===== src/rtl/button_debouncer.sv =====
// Debounces a synchronized button level into press/release/hold pulses; BUTTON_REPEAT_EN adds auto-repeat.
// All outputs registered; press/release land DEBOUNCE_CYCLES+1 edges after the level settles; no backpressure.
module button_debouncer #(
  parameter int DEBOUNCE_CYCLES = 250000,
  parameter int HOLD_CYCLES     = 50000000,
  parameter int REPEAT_CYCLES   = 10000000
) (
  input  logic clk,
  input  logic rst,
  input  logic indata,
  output logic btn_level,
  output logic press_pulse,
  output logic release_pulse,
  output logic hold_pulse,
  output logic repeat_pulse
);

  localparam int HMAX = (HOLD_CYCLES > REPEAT_CYCLES) ? HOLD_CYCLES : REPEAT_CYCLES;
  localparam int DW   = $clog2(DEBOUNCE_CYCLES + 1);
  localparam int HW   = $clog2(HMAX + 1);

  localparam logic [DW-1:0] D_LAST    = DW'(DEBOUNCE_CYCLES - 1);
  localparam logic [HW-1:0] HOLD_LAST = HW'(HOLD_CYCLES - 1);
`ifdef BUTTON_REPEAT_EN
  localparam logic [HW-1:0] REP_LAST  = HW'(REPEAT_CYCLES - 1);
`endif

  typedef enum logic [1:0] {IDLE, PRESS_WAIT, PRESSED, RELEASE_WAIT} state_t;

  state_t        state;
  logic [DW-1:0] dcnt;
  logic [HW-1:0] hcnt;
  logic          held;

  always_ff @(posedge clk) begin
    if (rst) begin
      state         <= IDLE;
      dcnt          <= '0;
      hcnt          <= '0;
      held          <= 1'b0;
      btn_level     <= 1'b0;
      press_pulse   <= 1'b0;
      release_pulse <= 1'b0;
      hold_pulse    <= 1'b0;
`ifdef BUTTON_REPEAT_EN
      repeat_pulse  <= 1'b0;
`endif
    end else begin
      press_pulse   <= 1'b0;
      release_pulse <= 1'b0;
      hold_pulse    <= 1'b0;
`ifdef BUTTON_REPEAT_EN
      repeat_pulse  <= 1'b0;
`endif
      case (state)
        IDLE: begin
          if (indata) begin
            state <= PRESS_WAIT;
            dcnt  <= '0;
          end
        end
        PRESS_WAIT: begin
          if (!indata) begin
            state <= IDLE;
          end else if (dcnt == D_LAST) begin
            state       <= PRESSED;
            dcnt        <= '0;
            hcnt        <= '0;
            btn_level   <= 1'b1;
            press_pulse <= 1'b1;
          end else begin
            dcnt <= dcnt + DW'(1);
          end
        end
        PRESSED: begin
          // hcnt freezes while a release is being qualified so a glitch resumes the hold timing
          if (!indata) begin
            state <= RELEASE_WAIT;
            dcnt  <= '0;
          end else if (!held) begin
            if (hcnt == HOLD_LAST) begin
              hold_pulse <= 1'b1;
              held       <= 1'b1;
              hcnt       <= '0;
            end else begin
              hcnt <= hcnt + HW'(1);
            end
          end
`ifdef BUTTON_REPEAT_EN
          else if (hcnt == REP_LAST) begin
            repeat_pulse <= 1'b1;
            hcnt         <= '0;
          end else begin
            hcnt <= hcnt + HW'(1);
          end
`endif
        end
        RELEASE_WAIT: begin
          if (indata) begin
            state <= PRESSED;
          end else if (dcnt == D_LAST) begin
            state         <= IDLE;
            dcnt          <= '0;
            hcnt          <= '0;
            held          <= 1'b0;
            btn_level     <= 1'b0;
            release_pulse <= 1'b1;
          end else begin
            dcnt <= dcnt + DW'(1);
          end
        end
        default: state <= IDLE;
      endcase
    end
  end

`ifndef BUTTON_REPEAT_EN
  assign repeat_pulse = 1'b0;
`endif

endmodule


===== config.mk =====
export PLATFORM = sky130hd
export DESIGN_NAME = button_debouncer
export DESIGN_NICKNAME = d
export VERILOG_FILES = /design/src/rtl/button_debouncer.sv
export SDC_FILE = /design/constraint.sdc
export NUM_CORES = 1
export LEC_CHECK = 0
export CAP_MARGIN = 20
export CORE_MARGIN = 2
export CORE_UTILIZATION = 30
export CTS_CLUSTER_SIZE = 28
export DETAILED_ROUTE_END_ITERATION = 6
export PLACE_DENSITY = 0.47
export RECOVER_POWER = 25
export SLEW_MARGIN = 10
export SYNTH_ARGS = -nofsm -noshare
export SYNTH_HDL_FRONTEND = slang
export SYNTH_SLANG_ARGS = --single-unit
export TNS_END_PERCENT = 20

===== constraint.sdc =====
create_clock -name clk -period 2.3 [get_ports clk]
set_clock_uncertainty 0.15 [all_clocks]
set_input_delay 0.46 -clock clk [delete_from_list [all_inputs] [get_ports clk]]
set_output_delay 0.46 -clock clk [all_outputs]
set_load 0.02 [all_outputs]

# [Word-level counts from Yosys, hierarchy flattened]
# Cells that the tools add are included.
[classes] n_lt_le_gt_ge=0 eq_ne=15 mul=0 n_reduce_logical=12 div=0 n_shift=0 bitwise_logic=4 add_sub_neg=2 mux=30
[ops] op="$mux W26" n=6
[ops] op="$mux W18" n=5
[ops] op="$pmux W26 S3" n=1
[ops] op="$pmux W18 S4" n=1
[ops] op="$add A26 B1 Y26 const B" n=1
[ops] op="$eq A26 B26 Y1 const B" n=1
[ops] op="$add A18 B1 Y18 const B" n=1
[ops] op="$eq A18 B18 Y1 const B" n=1
[ops] op="$ne A2 B2 Y1 const B" n=8
[ops] op="$mux W2" n=6
[ops] op="$reduce_and A4 Y1" n=3
[ops] op="$reduce_and A5 Y1" n=2
[ops] op="$mux W1" n=8
[ops] op="$pmux W2 S4" n=1
[ops] op="$ne A3 B3 Y1 const B" n=2
[ops] op="$reduce_or A3 Y1" n=2
[ops] op="$eq A2 B2 Y1 const B" n=2
[ops] op="$not A1 Y1" n=4
[ops] op="$pmux W1 S2" n=2
[ops] op="$reduce_bool A2 Y1" n=2
[ops] op="$reduce_or A4 Y1" n=1
[ops] op="$reduce_bool A3 Y1" n=1
[ops] op="$eq A2 B1 Y1 const B" n=1
[ops] op="$logic_not A2 Y1" n=1
[word_totals] latch_bits=0 ramBits=0 memories=0 mem_bits_ro=0 out_inout_bits=5 input_bits=3 register_bits=51

# [Longest topological paths before layout]
[logic_depth] depth_word=5 ltp_mapped=8 ltp_nobuf=6

# [Least setup slack after synthesis]
# OpenSTA, ideal clock, no wires.
[synth_timing] kind="reg-to-reg" startpoint="reg hcnt[9]" endpoint="reg hcnt[0]" required_ns=2.033 setup_ns=0.117 slack_ns=0.007 path_stages_with_launch=8 arrival_time_ns=2.026 period_less_slack_ns=2.293 path_buffers=2 path_cell_list="dfxtp_1 -> clkbuf_1 -> or4b_1 -> nor4_4 -> a21oi_1 -> o21ai_1 -> buf_2 -> nor2_1"
[synth_via] elab_chain_len=5
[synth_rtl] element="from (decl)" line_no="32" rtl="logic [HW-1:0] hcnt;"
[synth_rtl] element="from (signal assigned)" line_no="86" rtl="hcnt <= hcnt + HW'(1);"
[synth_rtl] element="$eq A26 B26 Y1" line_no="81" rtl="if (hcnt == HOLD_LAST) begin"
[synth_rtl] element="$mux W26" line_no="81"
[synth_rtl] element="$mux W26" line_no="80" rtl="end else if (!held) begin"
[synth_rtl] element="$mux W26" line_no="77" rtl="if (!indata) begin"
[synth_rtl] element="$pmux W26 S3" line_no="55" rtl="case (state)"
# No other way between the ends. The select of a mux whose other input is x is not followed.
# A chain may end at the register's enable or synchronous reset.

# [Final worst setup path]
[layout_timing] startpoint="reg dcnt[10]" endpoint="reg hcnt[9]"
[layout_via] elab_chain_len=4 elab_cells_between_ends=5 cone_classes="1 x eq/ne; 4 x mux"
[layout_rtl] element="from (decl)" line_no="31" rtl="logic [DW-1:0] dcnt;"
[layout_rtl] element="from (signal assigned)" line_no="72" rtl="dcnt <= dcnt + DW'(1);"
[layout_rtl] element="from (signal assigned)" line_no="109" rtl="dcnt <= dcnt + DW'(1);"
[layout_rtl] element="$eq A18 B18 Y1 *" line_no="65, 101"
[layout_rtl] element="$mux W26 *"
[layout_rtl] element="$mux W26 (on tied branches)"
[layout_rtl] element="$pmux W26 S3 *"
# Mark *: on every way between the ends. The rest lies on a longest branch, timed or not. The select of a mux whose other input is x is not followed.

==> flow_metrics.py <==
metrics = {
    "status": {
        "status": "finished clean",
    },
    "logic_synthesis": {
        "synthCells": 318,
        "synth_top_area_share": 0.391,
        "async_flop_share": 0,
        "synth.largest_area_cell": "dfxtp_1",
        "synth.distinct_cells": 51,
        "syn_area_per_cell_sq_um": 8.21,
        "synthFlopType": "dfxtp_1",
        "synth-seq-area-share": 0.391,
        "synth_area_leaders": "dfxtp_1, a21oi_1, nand3_1, xnor2_1, or3_1",
        "syn-num-nets": 323,
        "syn_area_sq_mm": 0.00261,
        "synth-edff-count": 0,
        "yosysWarnings": 0,
        "ys_ff_latch": 51,
    },
    "layout": {
        "synthToLayoutAreaGrowth_pct": 26.0,
        "final_nets": 366,
        "insertedDiodeCount": 0,
        "drive_gt1_frac": 0.213,
        "design_area_sq_mm": 0.00329,
    },
    "detailed_routing": {
        "drc": 0,
        "vias": 2406,
        "ant_nets": 0,
        "routed_via_density": 5.12,
        "drtIter0Drc": 73,
        "wl_um": 6180,
        "routedWlPerCell_um": 13.2,
        "firstDrtPassIters": 4,
    },
    "sta": {
        "fin_tns_setup_ps": 0,
        "period_share": 0.997,
        "holdWs_ps": 325,
        "slew_viol_final": 0,
        "period_needed_ps": 2290,
        "setup_ws_ps": 6.04,
        "max_freq_mhz": 436,
        "rsz0062_at_grt": "true",
        "finalHoldViolations": 0,
        "setup_viol": 0,
    },
    "clock_tree": {
        "clk_pin_slew_ps": 110,
        "cts_sinks": 51,
        "cts_root_buf": "clkbuf_8",
        "clkLatencyLatePin_ps": 310,
        "cts_buffers": 5,
        "cts_max_level": 2,
        "cts_tree": "done",
        "cts_buffer_depth": 2,
        "ctsHoldBuffers": 0,
    },
    "placement": {
        "gp_congestion": 0.775,
        "place.detailed.hpwl_um": 4410,
        "port_buffers": 6,
        "dpl_cell_area_sq_mm": 0.00306,
        "pre_cts_slack_ps": -241,
    },
    "worst_setup_path": {
        "start_kind": "flip-flop",
        "rrSetupSlack_ps": 6,
        "path_class": "reg2reg",
        "r2r.worst_path.cells": 6,
        "path_cells": "or4b_1 -> nor3_4 -> a31oi_2 -> buf_6 -> or4b_4 -> a31oi_1",
        "critPathSlowestCell": "or4b_1",
        "cp_max_fo": 9,
        "worstReg2RegEnd": "hcnt[9]",
        "r2r-start": "dcnt[10]",
        "endpoint_kind": "flip-flop",
        "slowest_delay_ps": 570,
        "cp.required_ps": 2400,
        "cp.arrival_ps": 2390,
    },
    "floorplanning": {
        "die_w_um": 97.3,
        "pin_count": 8,
        "start_util": 0.304,
        "die_h_um": 97.3,
        "die_area_sq_mm": 0.00947,
        "num_rows": 34,
        "core_sq_mm": 0.00859,
    },
    "global_route": {
        "grt_usage": 0.132,
        "antenna_found_initial": 0,
        "grt_pass1_vias": 2278,
        "grt_max_degree": 27,
        "grt_pass1_wl_um": 10500,
        "overflow": 0,
    },
    "hold_path": {
        "hold_class": "reg2reg",
        "whs_path_depth": 1,
        "min_to": "hold_pulse",
        "worstHoldStart": "held",
    },
    "power_and_ir_drop": {
        "p_leak_nw": 1.11,
        "fin_total_pwr_mw": 1.60,
        "peakVddDrop_uv": 268,
        "power_density_mw_per_mm2": 486,
    },
    "flow_run": {
        "drv_cap": 0,
    },
}
[registers in the layout (all words and copies together) (netlist names), named ones only]
signal,cells
dcnt,18
btn_level,1
held,1
hold_pulse,1
release_pulse,1
state,1
press_pulse,1
hcnt,26
[worst max-delay path by stage]
stage	from	end	slack [ps]	cells after the start
floorplan	hcnt[9]	hcnt[0]	7	7
global placement	indata	hcnt[9]	-220	7
detailed placement	indata	hcnt[3]	-240	8
CTS	dcnt[4]	hcnt[3]	10	7
global route	indata	dcnt[13]	-70	7
finish	dcnt[10]	hcnt[9]	6	6
[synthesized netlist by cell type, types with 2 or more instances]
library cell,count
dfxtp_1,51
nor2_1,28
a21oi_1,25
nand3_1,24
or3_1,18
nand2_1,17
o21ai_0,17
xnor2_1,13
and3_1,12
inv_1,11
nand4_1,11
clkbuf_1,9
nor3_1,7
and4_1,6
a2111oi_0,5
a31oi_1,5
o31ai_1,5
and2_1,4
nor4_1,4
nand2b_1,3
or4b_1,3
xor2_1,3
buf_1,2
buf_2,2
buf_4,2
ha_1,2
nand4b_1,2
nor2b_1,2
o21ai_1,2
or4_1,2
[cells in the final DEF (no fill, tap or decap), types with 5 or more instances in the layout]
cell type  instances
or3_1             15
inv_1             11
a21oi_1           18
buf_4             40
o31ai_1            5
xnor2_1           13
o21ai_0           14
and4_1             6
clkbuf_8           5
nor2_1            28
nor3_1             7
a21oi_2            7
nand4_1           11
and3_1            12
nand2_1           17
nand3_1           24
a2111oi_0          5
o21ai_1            5
dfxtp_1           50
a31oi_1            5
[repair_timing]
action                     CTS  global route
setup buffers                1             1
pin swaps                    1             8
resized for setup            3            21
setup endpoints to repair    1            26
cloned                       0             1
[final cells by class]
| class | count | area, sq um |
|---|---|---|
| fill | 906 | 5300 |
| tap | 108 | 135 |
| clock buffer | 5 | 68.8 |
| clock inverter | 3 | 46.3 |
| sequential | 51 | 1020 |
| inverter | 11 | 41.3 |
| timing repair buffer | 52 | 447 |
| multi-input combinational | 240 | 1530 |
[critical path, delay by kind of cell (launching register included)]
family                 cells  cell delay, ps
and+or+nand+nor            3            1310
buffers and inverters      1             160
DFF                        1             330
AOI/OAI and AO/OA          2             290
[cell families (layout without fill, tap and decap cells)]
kind of cell	after synthesis	in the layout	share of synthesized area
xor+xnor	16	16	0.0537
simple gates	152	152	0.336
compound gates	68	68	0.159
fa+ha+maj	2	2	0.00958
flops	51	51	0.391
other cells	1	1	0.00144
mux	1	1	0.00383
buf+inv	27	71	0.0455
[per-layer routing]
layer / wire (um) / global-route usage / part of all wire / up-vias
li1: - / - / - / 1257
met1: 3120 / 0.180 / 0.50 / 1128
met2: 2880 / 0.218 / 0.47 / 14
met3: 98 / 0.0216 / 0.016 / 7
met4: 82 / 0.0321 / 0.013 / 0
met5: 0 / 0 / 0 / -
[where the power goes]
group / total, mW / internal, mW / switching, mW
clock: 0.656 / 0.328 / 0.328
combinational: 0.0560 / 0.0233 / 0.0327
sequential: 0.887 / 0.885 / 0.00182
total: 1.60 / 1.24 / 0.362
[through the flow]
step | utilization | std cells
floorplan | - | 318
global placement | 0.357 | 459
detailed placement | 0.357 | 459
CTS | 0.372 | 468
global route | 0.383 | 470
finish | 0.383 | 470
No activity file was read; power rests on OpenSTA's default activity.
